==> src/rtl/decrypt_pkg.sv <==
// Shared definitions for the decrypt controller.
//   state_e        : controller FSM states
//   ptrn_taps()    : 9-entry LFSR tap-pattern table, indexed 0..8
//   *Dflt          : default memory map and message geometry
package decrypt_pkg;

   typedef enum logic [2:0] {
      StIdle,
      StLoad,
      StSearch,
      StDecrypt,
      StDone
   } state_e;

   localparam int unsigned NumPtrn        = 9;
   localparam int unsigned CryptoBaseDflt = 64;
   localparam int unsigned PlainBaseDflt  = 0;
   localparam int unsigned MsgLenDflt     = 64;
   localparam int unsigned PreChkDflt     = 10;

   // Indices beyond the table return no taps; the search never reaches them.
   function automatic logic [6:0] ptrn_taps(input logic [3:0] idx);
      case (idx)
         4'd0:    return 7'h60;
         4'd1:    return 7'h48;
         4'd2:    return 7'h78;
         4'd3:    return 7'h72;
         4'd4:    return 7'h6A;
         4'd5:    return 7'h69;
         4'd6:    return 7'h5C;
         4'd7:    return 7'h7E;
         4'd8:    return 7'h7B;
         default: return 7'h00;
      endcase
   endfunction

endpackage

==> src/rtl/lfsr7.sv <==
// 7-bit Fibonacci-style LFSR: shifts left, feedback is the XOR of the taps.
//   clk_i, rst_i   : clock, synchronous active-high reset
//   load_i         : load load_val_i (has priority over step_i)
//   step_i         : advance one step using taps_i
//   q_o            : current register value
//   next_o         : value the register takes on a step with taps_i
module lfsr7 (
   input  logic       clk_i,
   input  logic       rst_i,
   input  logic       load_i,
   input  logic [6:0] load_val_i,
   input  logic       step_i,
   input  logic [6:0] taps_i,
   output logic [6:0] q_o,
   output logic [6:0] next_o
);

   logic [6:0] q_q, q_d;

   assign next_o = {q_q[5:0], ^(q_q & taps_i)};
   assign q_o    = q_q;

   always_comb begin
      q_d = q_q;
      if (load_i) begin
         q_d = load_val_i;
      end else if (step_i) begin
         q_d = next_o;
      end
   end

   always_ff @(posedge clk_i) begin
      if (rst_i) begin
         q_q <= '0;
      end else begin
         q_q <= q_d;
      end
   end

endmodule

==> src/rtl/decrypt_ctrl.sv <==
// Decrypt controller: reads a 7-bit-LFSR-encrypted message from data memory,
// identifies the tap pattern from a known run of leading spaces, then writes
// the decrypted message back while counting parity errors.
//   Clk, Reset     : clock, synchronous active-high reset
//   Start          : high holds idle, low requests a run
//   Ack            : run complete (held in DONE until Start returns high)
//   mem_addr/mem_we/mem_wdata/mem_rdata : data-memory port, 1-cycle read latency
//   ptrn_idx       : detected tap pattern (0..8)
//   ptrn_err       : no tap pattern found (or first byte is zero)
//   par_err_cnt    : saturating count of bytes with bad parity
// PRE_CHK is assumed to be at least 2.
module decrypt_ctrl
   import decrypt_pkg::*;
#(
   parameter int unsigned CRYPTO_BASE = CryptoBaseDflt,
   parameter int unsigned PLAIN_BASE  = PlainBaseDflt,
   parameter int unsigned MSG_LEN     = MsgLenDflt,
   parameter int unsigned PRE_CHK     = PreChkDflt
) (
   input  logic       Clk,
   input  logic       Reset,
   input  logic       Start,
   output logic       Ack,
   output logic [7:0] mem_addr,
   output logic       mem_we,
   output logic [7:0] mem_wdata,
   input  logic [7:0] mem_rdata,
   output logic [3:0] ptrn_idx,
   output logic       ptrn_err,
   output logic [6:0] par_err_cnt
);

   localparam logic [7:0] CryptoBase = 8'(CRYPTO_BASE);
   localparam logic [7:0] PlainBase  = 8'(PLAIN_BASE);
   localparam logic [7:0] LoadLast   = 8'(PRE_CHK);
   localparam logic [7:0] SearchLast = 8'(PRE_CHK - 1);
   localparam logic [7:0] DecLast    = 8'(MSG_LEN - 1);
   localparam logic [3:0] LastPtrn   = 4'(NumPtrn - 1);

   state_e     state_q, state_d;
   logic [7:0] cnt_q, cnt_d;           // LOAD cycle, SEARCH step k, or DECRYPT byte n
   logic [3:0] pidx_q, pidx_d;         // pattern under test in SEARCH
   logic       wr_phase_q, wr_phase_d; // DECRYPT: 0 = read cycle, 1 = write cycle
   logic [6:0] buf_q [PRE_CHK];
   logic [6:0] buf_d [PRE_CHK];
   logic [3:0] ptrn_idx_q, ptrn_idx_d;
   logic       ptrn_err_q, ptrn_err_d;
   logic [6:0] par_q, par_d;

   logic       lfsr_load, lfsr_step;
   logic [6:0] lfsr_load_val, lfsr_taps, lfsr_q, lfsr_next;
   logic [6:0] buf_k;

   lfsr7 u_lfsr (
      .clk_i      (Clk),
      .rst_i      (Reset),
      .load_i     (lfsr_load),
      .load_val_i (lfsr_load_val),
      .step_i     (lfsr_step),
      .taps_i     (lfsr_taps),
      .q_o        (lfsr_q),
      .next_o     (lfsr_next)
   );

   // Expected LFSR output for the current SEARCH step.
   always_comb begin
      buf_k = '0;
      for (int i = 0; i < PRE_CHK; i++) begin
         if (cnt_q == 8'(i)) buf_k = buf_q[i];
      end
   end

   always_comb begin
      state_d       = state_q;
      cnt_d         = cnt_q;
      pidx_d        = pidx_q;
      wr_phase_d    = wr_phase_q;
      buf_d         = buf_q;
      ptrn_idx_d    = ptrn_idx_q;
      ptrn_err_d    = ptrn_err_q;
      par_d         = par_q;
      lfsr_load     = 1'b0;
      lfsr_load_val = buf_q[0];
      lfsr_step     = 1'b0;
      lfsr_taps     = ptrn_taps(ptrn_idx_q);
      // Address/data are zero whenever the memory is not in use, so reset
      // (which returns to IDLE) also clears them.
      mem_addr      = '0;
      mem_we        = 1'b0;
      mem_wdata     = '0;
      Ack           = 1'b0;

      unique case (state_q)
         StIdle: begin
            if (!Start) begin
               state_d    = StLoad;
               cnt_d      = '0;
               ptrn_idx_d = '0;
               ptrn_err_d = 1'b0;
               par_d      = '0;
            end
         end

         StLoad: begin
            // Address issued on cycle c, data captured on cycle c+1.
            if (cnt_q != LoadLast) mem_addr = CryptoBase + cnt_q;
            for (int i = 0; i < PRE_CHK; i++) begin
               if (cnt_q == 8'(i + 1)) buf_d[i] = mem_rdata[6:0];
            end
            if (cnt_q == LoadLast) begin
               cnt_d  = 8'd1;
               pidx_d = '0;
               if (buf_q[0] == '0) begin
                  ptrn_err_d = 1'b1;
                  state_d    = StDone;
               end else begin
                  state_d   = StSearch;
                  lfsr_load = 1'b1;
               end
            end else begin
               cnt_d = cnt_q + 8'd1;
            end
         end

         StSearch: begin
            lfsr_taps = ptrn_taps(pidx_q);
            if (lfsr_next == buf_k) begin
               if (cnt_q == SearchLast) begin
                  ptrn_idx_d = pidx_q;
                  state_d    = StDecrypt;
                  cnt_d      = '0;
                  wr_phase_d = 1'b0;
                  lfsr_load  = 1'b1;
               end else begin
                  lfsr_step = 1'b1;
                  cnt_d     = cnt_q + 8'd1;
               end
            end else if (pidx_q == LastPtrn) begin
               ptrn_err_d = 1'b1;
               state_d    = StDone;
            end else begin
               pidx_d    = pidx_q + 4'd1;
               cnt_d     = 8'd1;
               lfsr_load = 1'b1;
            end
         end

         StDecrypt: begin
            if (!wr_phase_q) begin
               mem_addr   = CryptoBase + cnt_q;
               wr_phase_d = 1'b1;
            end else begin
               mem_addr   = PlainBase + cnt_q;
               mem_we     = 1'b1;
               mem_wdata  = {1'b0, mem_rdata[6:0] ^ lfsr_q} + 8'h20;
               lfsr_step  = 1'b1;
               wr_phase_d = 1'b0;
               if ((mem_rdata[7] != ^mem_rdata[6:0]) && (par_q != 7'h7F)) begin
                  par_d = par_q + 7'd1;
               end
               if (cnt_q == DecLast) begin
                  state_d = StDone;
               end else begin
                  cnt_d = cnt_q + 8'd1;
               end
            end
         end

         StDone: begin
            Ack = 1'b1;
            if (Start) state_d = StIdle;
         end

         default: state_d = StIdle;
      endcase
   end

   always_ff @(posedge Clk) begin
      if (Reset) begin
         state_q    <= StIdle;
         cnt_q      <= '0;
         pidx_q     <= '0;
         wr_phase_q <= 1'b0;
         ptrn_idx_q <= '0;
         ptrn_err_q <= 1'b0;
         par_q      <= '0;
         for (int i = 0; i < PRE_CHK; i++) buf_q[i] <= '0;
      end else begin
         state_q    <= state_d;
         cnt_q      <= cnt_d;
         pidx_q     <= pidx_d;
         wr_phase_q <= wr_phase_d;
         ptrn_idx_q <= ptrn_idx_d;
         ptrn_err_q <= ptrn_err_d;
         par_q      <= par_d;
         buf_q      <= buf_d;
      end
   end

   assign ptrn_idx    = ptrn_idx_q;
   assign ptrn_err    = ptrn_err_q;
   assign par_err_cnt = par_q;

endmodule

==> config.mk <==
export PLATFORM = sky130hd
export DESIGN_NAME = decrypt_ctrl
export DESIGN_NICKNAME = d
export VERILOG_FILES = /design/src/rtl/decrypt_pkg.sv /design/src/rtl/lfsr7.sv /design/src/rtl/decrypt_ctrl.sv
export SDC_FILE = /design/constraint.sdc
export NUM_CORES = 1
export LEC_CHECK = 0
export ABC_AREA = 1
export BUFFER_PORTS_ARGS = -buffer_cell sky130_fd_sc_hd__buf_2
export CAP_MARGIN = 25
export CORE_UTILIZATION = 61
export DETAILED_ROUTE_END_ITERATION = 10
export PLACE_DENSITY = 0.8
export RECOVER_POWER = 100
export SLEW_MARGIN = 20
export SYNTH_ARGS = -nofsm -noshare
export SYNTH_HDL_FRONTEND = slang
export SYNTH_SLANG_ARGS = --single-unit
==> constraint.sdc <==
create_clock -name Clk -period 4.41 [get_ports Clk]
set_clock_uncertainty 0.05 [all_clocks]
set_input_delay 1.323 -clock Clk [delete_from_list [all_inputs] [get_ports Clk]]
set_output_delay 1.323 -clock Clk [all_outputs]
set_load 0.02 [all_outputs]
== Word level (Yosys, flattened, before mapping) ==
Memories as Yosys holds them, arrays and structs flattened. A register that Yosys moved wholly into a read port is not among the register bits.
Index checks and enable logic that the tools add are counted.

* Input bits: 11
* Word-level logic and storage cells: 167
* Output and inout port bits: 30
* Memories kept: 2
* Memory bits (read-only): 224
* Flip-flop bits (word level): 105

* Multiplexer cells: 74
* Bitwise operators: 2
* Equality and inequality tests: 36
* Reduce and logical (&&, ||, !) cells: 30
* Add/sub/neg operators: 5

{| class="wikitable"
|+ Memories
! name !! depth !! width !! read ports !! clocked after Yosys merged registers in !! write ports !! RTL line !! RTL
|-
| (name not given) || 16 || 7 || 1 || 1 || 0 || decrypt_pkg.sv:23 || <nowiki>case (idx)</nowiki>
|-
| (name not given) || 16 || 7 || 1 || 1 || 0 || decrypt_pkg.sv:23 ||
|}

{| class="wikitable"
|+ Operators with widths
! kind !! count
|-
| two-way mux 7 bit || 16
|-
| two-way mux 8 bit || 11
|-
| two-way mux 4 bit || 10
|-
| == test 8 x 3 -> 1 bit (second input constant) || 4
|-
| one-hot mux 8 bit (4 select lines) || 1
|-
| two-way mux 3 bit || 9
|-
| inequality test 2 bit (second input constant) || 13
|-
| == test 8 x 4 -> 1 bit (second input constant) || 3
|-
| AND reduction 2 bit || 10
|-
| two-way mux 1 bit || 18
|-
| == test 8 x 2 -> 1 bit (second input constant) || 2
|-
| one-hot mux 4 bit (2 select lines) || 2
|-
| one-hot mux 8 bit (2 select lines) || 1
|-
| one-hot mux 3 bit (5 select lines) || 1
|-
| one-hot mux 7 bit (2 select lines) || 1
|-
| XOR reduction 7 bit || 2
|-
| AND reduction 4 bit || 3
|-
| nonzero test 2 bit || 5
|-
| inequality test 3 bit (second input constant) || 3
|-
| adder 7 x 6 -> 8 bit (second input constant) || 1
|-
| adder 7 x 8 -> 8 bit (first input constant) || 1
|-
| adder 8 x 1 -> 8 bit (second input constant) || 1
|-
| == test 8 x 1 -> 1 bit (second input constant) || 1
|-
| == test 8 x 6 -> 1 bit (second input constant) || 1
|-
| 24 further kinds || 27
|}

== Depth between registers and ports, before layout ==
Gate-level depths: netlist of run 1.

* Depth after elaboration: 16
* Depth in mapped cells: 32

== Modules after synthesis ==
A second synthesis of run 1 with hierarchy kept.

* Cells, all modules: 1003
* Area total of the unflattened synthesis: 6591.3 um^2

{| class="wikitable"
|+ Modules (own cells, without submodules)
! module !! times used !! cells an instance !! area an instance (um^2)
|-
| decrypt_ctrl || 1 || 911 || 6050.8
|-
| lfsr7 || 1 || 92 || 540.5
|}

== Least setup slack after synthesis of run 1 ==
No wires, ideal clock.

* Path kind: input-to-output
* Start point: in mem_rdata[6]
* End point: out mem_wdata[6]
* Cell stages on the path: 5
* Path slack: 0.713 ns
* Data required time: 3.037 ns
* Data arrival time: 2.324 ns
* Cells stage by stage: buf_1 xor2_1 ha_1 nand2_1 nor2_1

* Word-level cells in the longest chain between the ends: 4

{| class="wikitable"
|+ Ends and longest elaborated chain
! element !! RTL line !! RTL
|-
| start, declared || decrypt_ctrl.sv:27 || <nowiki>input logic [7:0] mem_rdata,</nowiki>
|-
| bitwise XOR 7 bit || decrypt_ctrl.sv:155 || <nowiki>mem_wdata = {1'b0, mem_rdata[6:0] ^ lfsr_q} + 8'h20;</nowiki>
|-
| adder 7 x 6 -> 8 bit || decrypt_ctrl.sv:155 ||
|-
| two-way mux 8 bit || decrypt_ctrl.sv:149 || <nowiki>if (!wr_phase_q) begin</nowiki>
|-
| two-way mux 8 bit || decrypt_ctrl.sv:93 || <nowiki>unique case (state_q)</nowiki>
|-
| end, declared || decrypt_ctrl.sv:26 || <nowiki>output logic [7:0] mem_wdata,</nowiki>
|}

Every way passes these cells.

== Final worst setup path of run 1 ==
* Start point: in mem_rdata[5]
* End point: out mem_wdata[6]

Same word-level chain as after synthesis.

==> metrics.md, run 1 <==
| Metric | Value |
|---|---|
| Status | complete, no violations |
| GRT Total Usage | 32.81% |
| Synthesized area | 6523 um^2 |
| HP Class | reg -> reg |
| Ranking of synthesized cells by area | dfxtp_1, nor2_1, nand2_1 |
| Area delta synth->final | 12.62% |
| Width of the chip | 105.4 um |
| Number of buffers and inverters on the critical path | 2 |
| Core area | 10,320 um^2 |
| Worst Path Arrival | 2.84 ns |
| TritonRoute pass-1 iters | 5 |
| RSZ-0062 raised after global routing | false |
| Fill cell count | 894 |
| Share of layout cells above drive strength 1 | 9.065% |
| Worst IR drop on VDD | 0.0004015 V |
| PD cells | 582.4 nW/um^2 |
| Initial antenna violation count | 0 |
| Endpoints failing hold | 0 |
| Hold_buf cts | 0 |
| Full die area | 11,110 um^2 |
| Crit-path cells | clkbuf_1, xor2_1, ha_1, nand2_1, nor2_1, clkbuf_1 |
| Slew headroom | 43.57% |
| Iteration-0 DRC count of the detailed router | 539 |
| CTS Buffer Depth | 2 |
| Post-layout nets | 1,052 |
| Worst-margin pin slew | 0.8464 ns |
| Delay-heaviest family, CP | buffers and inverters |
| CTS tree | done |
| Final worst-path cycle share | 95.51% |
| HPWL after detailed placement | 11,880 um |
| Ant. Diodes | 0 |
| Commonest non-fill, non-tap cell in the layout | nor2_1 |
| DRC | 0 |
| Root buf cell | clkbuf_8 |
| CTS Sinks | 119 |
| Top Ports | 41 |
| Initial Util | 63.18% |
| Total CTS buffers | 17 |
| Startpoint types | primary input |
| WHS | 0.3986 ns |
| Die H | 105.4 um |
| Syn Nets | 1,010 |
| Most frequent CP cell | clkbuf_1 |
| Clk Latency, worst-skew pair | 0.53 ns |
| Critical path type | in -> out |
| Vias | 6,382 |
| Crit end category | primary output |
| CP max FO | 12 |
| Register area share after synthesis | 36.52% |
| Grt ovf | 0 |
| CTS H-tree lvls | 4 |
| Crit-path max cell delay | 0.62 ns |
| PortBufs | 40 |
| Max_cap viols | 0 |
| Post-Syn Instances | 982 |
| Rows | 37 |
| Min Tclk post-route | 4.212 ns |
| Dominant cell type by area after synthesis | dfxtp_1 |
| Synthesized area per cell | 6.642 um^2 |
| Vias in the first global route | 5,945 |
| Commonest cells after routing, fill and taps aside | nor2_1, nand2_1, dfxtp_1 |
| Setup TNS | 0 ns |
| PostCTS Resize Cnt | 0 |
| Slew Limit Fails | 0 |
| First-pass GRT wire length | 28,500 um |
| Slowest CP cell | clkbuf_1 |
| Post-CTS setup buffer count | 0 |
| Via density | 5.441 |
| Reg clk slew, reported paths | 0.06 ns |
| Synth unique cells | 38 |
| Final wirelength | 17,290 um |
| RePlAce Congestion | 0.9518 |
| Synth top area share | 36.52% |
| Synth warnings | 0 |
| CP required | 3.04 ns |
| Count of final setup violators | 0 |
| Wire per inst | 14.74 um |
| DRT antenna net count | 0 |
| Largest net degree at the start of global routing | 52 |
| Seq cells post-synth | 119 |
| Fmax | 0.2374 GHz |
| P_leak | 3.339 nW |
## layout make-up
class / instances / area [um^2] / area share (%)
clock buffers: 23 / 456.7 / 6.217
clock inverters: 9 / 123.9 / 1.686
repair buffers: 49 / 225.2 / 3.066
inverters: 104 / 390.4 / 5.314
multi-input cells: 733 / 3597 / 48.97
well taps: 136 / 170.2 / 2.316
flip-flops and latches: 119 / 2382 / 32.43
## worst paths after layout
kind	end	cells past startpoint	from	slack, ns
max	mem_wdata[6]	6	mem_rdata[5]	0.20
min	ptrn_err$_SDFFE_PP0P_	2	ptrn_err$_SDFFE_PP0P_	0.40
max reg2reg	flop	26	cnt_q[6]$_SDFFE_PP0P_	0.41
min reg2reg	ptrn_err$_SDFFE_PP0P_	2	ptrn_err$_SDFFE_PP0P_	0.40
## power by group
group / internal [mW] / switching [mW]
registers: 1.20 / 0.103
logic: 0.481 / 1.12
clock network: 0.886 / 0.479
total: 2.57 / 1.71
## per-layer routing
layer	vias to the layer above	part of all wire [%]	GRT usage (%)
met5	-	0	0
li1	3224	-	-
met1	2899	45	42.31
met3	57	6.3	6.308
met2	202	44	51.64
met4	0	3.8	17.91
## metrics by stage
| stage | area [um^2] | power, mW | std cells | setup slack, ns | util, % |
|---|---|---|---|---|---|
| floorplan | 6523 | 2.569 | 982 | 0.7128 | - |
| global placement | 6844 | 2.904 | 1141 | 0.5452 | 66.30 |
| detailed placement | 6844 | 2.923 | 1141 | 0.4854 | 66.30 |
| CTS | 7425 | 4.300 | 1173 | 0.3752 | 71.92 |
| global route | 7346 | 4.549 | 1173 | 0.01351 | 71.16 |
| finish | 7346 | 4.278 | 1173 | 0.1981 | 71.16 |
## worst reg2reg max path, delay by kind of cell (launching register included)
family | cells | cell delay, ns
AOI/OAI and AO/OA | 1 | 0.41
DFF | 1 | 0.33
adders and majority gates | 2 | 0.58
and+or+nand+nor | 19 | 2.12
buffers and inverters | 4 | 0.40
## synthesized netlist by cell type, drive strengths merged
cell type  count
ha            17
xor2           9
dfxtp        119
clkbuf        19
xnor2         15
inv          102
nand3b         2
clkinv         2
o21ai         96
nand4         11
a21o           1
nor2         240
nor4           3
nand2        187
buf            7
o32ai          1
a21oi         50
o211ai         1
nor3          17
nand3         62
a211oi         6
or2           15
## cell families (layout without fill, tap and decap cells)
group / Yosys count / after routing / share of synthesized area, %
flip-flops: 119 / 119 / 36.52
buffers and inverters: 130 / 185 / 7.769
AO/OA/AOI/OAI: 155 / 155 / 12.49
AND/OR/NAND/NOR: 537 / 537 / 36.73
XOR/XNOR: 24 / 24 / 3.223
adder cells (fa/ha/maj): 17 / 17 / 3.261
Power figures use the tool's default switching activity.
==> run 2, diff against run 1 <==
CELL_PAD_IN_SITES_DETAIL_PLACEMENT = 1   (was default)
CELL_PAD_IN_SITES_GLOBAL_PLACEMENT = 2   (was default)
CORE_UTILIZATION = 34   (was 61)
PLACE_DENSITY = default   (was 0.8)
PLACE_DENSITY_LB_ADDON = 0.1   (was default)
==> run 2 against run 1 <==
Power is 0.36% higher. Clock power is 5% lower. Die area is 78% higher. Count of clock-buffer cells in the layout is 1 lower. First-iteration DRC count is 45% lower. Sequential share of layout area is 0.76 points lower. Wire length is 24% higher. Critical path depth stayed put. Fmax is 0.77% lower. Critical path type unchanged. Critical endpoint unchanged. Highest routed layer unchanged.
==> metrics.md, run 2 (synthesis results as in run 1) <==
| Metric | Value |
|---|---|
| Number of cells on the worst hold path | 2 (unchanged) |
| Tot Pwr | 4.293 mW (was 4.278 mW) |
| Worst setup path start | mem_rdata[5] (unchanged) |
| Commonest cells after routing, fill and taps aside | nor2_1, nand2_1, dfxtp_1 (unchanged) |
| GRT Total Usage | 22.91% (was 32.81%) |
| Worst Path Arrival | 2.87 ns (was 2.84 ns) |
| Post-layout nets | 1,063 (was 1,052) |
| CTS H-tree lvls | 4 (unchanged) |
| Core area | 18,770 um^2 (was 10,320 um^2) |
| Critical Path Sink | mem_wdata[6] (unchanged) |
| Startpoint types | primary input (unchanged) |
| Placed Area | 7027 um^2 (was 6844 um^2) |
| Vias | 6,317 (was 6,382) |
| Share of layout cells above drive strength 1 | 10.03% (was 9.065%) |
| Root buf cell | clkbuf_16 (was clkbuf_8) |
| Count of final setup violators | 0 (unchanged) |
| Area delta synth->final | 15.33% (was 12.62%) |
| Slowest CP cell | clkbuf_1 (unchanged) |
| PD cells | 570.7 nW/um^2 (was 582.4 nW/um^2) |
| Final Cell Area | 7522 um^2 (was 7346 um^2) |
| First-pass GRT wire length | 34,760 um (was 28,500 um) |
| RSZ-0062 raised after global routing | false (unchanged) |
| Vias in the first global route | 6,321 (was 5,945) |
| CTS Sinks | 119 (unchanged) |
| Grt ovf | 0 (unchanged) |
| Crit-path max cell delay | 0.63 ns (was 0.62 ns) |
| Setup TNS | 0 ns (unchanged) |
| Max_cap viols | 0 (unchanged) |
| CP max FO | 12 (unchanged) |
| Initial antenna violation count | 0 (unchanged) |
| Ant. Diodes | 0 (unchanged) |
| Fmax | 0.2356 GHz (was 0.2374 GHz) |
| Endpoints failing hold | 0 (unchanged) |
| Crit end category | primary output (unchanged) |
| Worst-margin pin slew | 1.208 ns (was 0.8464 ns) |
| Initial Util | 34.75% (was 63.18%) |
| Commonest non-fill, non-tap cell in the layout | nor2_1 (unchanged) |
| Crit-path cells | clkbuf_1, xor2_1, ha_1, nand2_1, nor2_1, clkbuf_1 (unchanged) |
| Total CTS buffers | 17 (unchanged) |
| Clk Latency, worst-skew pair | 0.42 ns (was 0.53 ns) |
| Slew Limit Fails | 0 (unchanged) |
| R2r setup slk | 0.48 ns (was 0.41 ns) |
| CTS Buffer Depth | 2 (unchanged) |
| PortBufs | 40 (unchanged) |
| Status | complete, no violations (unchanged) |
| Reg-to-reg startpoint | cnt_q[6]$_SDFFE_PP0P_ (unchanged) |
| Final worst-path cycle share | 96.25% (was 95.51%) |
| P_leak | 3.371 nW (was 3.339 nW) |
| Hold_buf cts | 0 (unchanged) |
| Worst reg-to-reg path cell count | 28 (was 26) |
| Top Ports | 41 (unchanged) |
| Via density | 4.931 (was 5.441) |
| Iteration-0 DRC count of the detailed router | 296 (was 539) |
| Final wirelength | 21,420 um (was 17,290 um) |
| RePlAce Congestion | 0.7734 (was 0.9518) |
| HPWL after detailed placement | 15,550 um (was 11,880 um) |
| TritonRoute pass-1 iters | 4 (was 5) |
| Width of the chip | 140.5 um (was 105.4 um) |
| Worst IR drop on VDD | 0.0002456 V (was 0.0004015 V) |
| Most frequent CP cell | clkbuf_1 (unchanged) |
| HP Class | reg -> reg (unchanged) |
| Setup ws final | 0.1654 ns (was 0.1981 ns) |
| Wire per inst | 16.72 um (was 14.74 um) |
| Largest net degree at the start of global routing | 57 (was 52) |
| DRC | 0 (unchanged) |
| Fill cell count | 2,486 (was 894) |
| CP required | 3.04 ns (about the same) |
| CTS tree | done (unchanged) |
| Reg clk slew, reported paths | 0.05 ns (was 0.06 ns) |
| Min Tclk post-route | 4.245 ns (was 4.212 ns) |
| Critical path type | in -> out (unchanged) |
| Full die area | 19,740 um^2 (was 11,110 um^2) |
| Die H | 140.5 um (was 105.4 um) |
| Rows | 50 (was 37) |
| Slew headroom | 19.47% (was 43.57%) |
| DRT antenna net count | 0 (unchanged) |
| Post-place setup slack | 0.1843 ns (was 0.4854 ns) |
[run 2: metal layers]
| layer | global-route usage, % | vias to the layer above | part of all wire (%) |
|---|---|---|---|
| met5 | 0 | - | 0 |
| met4 | 5.606 | 0 | 0.82 |
| li1 | - | 3234 | - |
| met1 | 32.10 | 3004 | 51 |
| met3 | 3.419 | 13 | 2.8 |
| met2 | 36.84 | 66 | 45 |
[run 2: worst min path at each step]
stage                                 from                endpoint
global route         ptrn_err$_SDFFE_PP0P_   ptrn_err$_SDFFE_PP0P_
detailed placement   ptrn_err$_SDFFE_PP0P_   ptrn_err$_SDFFE_PP0P_
global placement     ptrn_err$_SDFFE_PP0P_   ptrn_err$_SDFFE_PP0P_
finish               ptrn_err$_SDFFE_PP0P_   ptrn_err$_SDFFE_PP0P_
CTS                  ptrn_err$_SDFFE_PP0P_   ptrn_err$_SDFFE_PP0P_
floorplan           buf_q[57]$_SDFFE_PP0P_  buf_q[57]$_SDFFE_PP0P_
[run 2: power breakdown]
group          internal (mW)  switching [mW]  total [mW]
clock                  0.795           0.504        1.30
combinational          0.495            1.19        1.69
sequential              1.20           0.101        1.31
[run 2: what timing repair did]
item | in CTS | in global routing
endpoints found under the setup margin | 0 | 12
resized for setup | 0 | 4
setup buffers | 0 | 3
[run 2: area by class of cell]
cell class                      count  area [um^2]  share of cell area, %
Inverter                          104        390.4                  5.190
Timing Repair Buffer               60        299.0                  3.975
Tap cell                          234        292.8                  3.892
Sequential cell                   119         2382                  31.67
Multi-Input combinational cell    733         3616                  48.07
Clock inverter                      9        77.57                  1.031
Clock buffer                       22        464.2                  6.171
[run 2: stage by stage]
stage / cells / hold WS [ns] / util [%]
finish: 1281 / 0.4174 / 40.08
global route: 1281 / 0.4443 / 40.08
CTS: 1278 / 0.4201 / 40.33
detailed placement: 1247 / 0.4130 / 37.44
global placement: 1247 / 0.3905 / 37.44
floorplan: 982 / 0.3797 / -
[run 2: critical path, delay by kind of cell]
kind / cells / cell delay, ns
XOR/XNOR: 1 / 0.20
adder cells (fa/ha/maj): 1 / 0.32
buffers and inverters: 2 / 0.87
AND/OR/NAND/NOR: 2 / 0.16
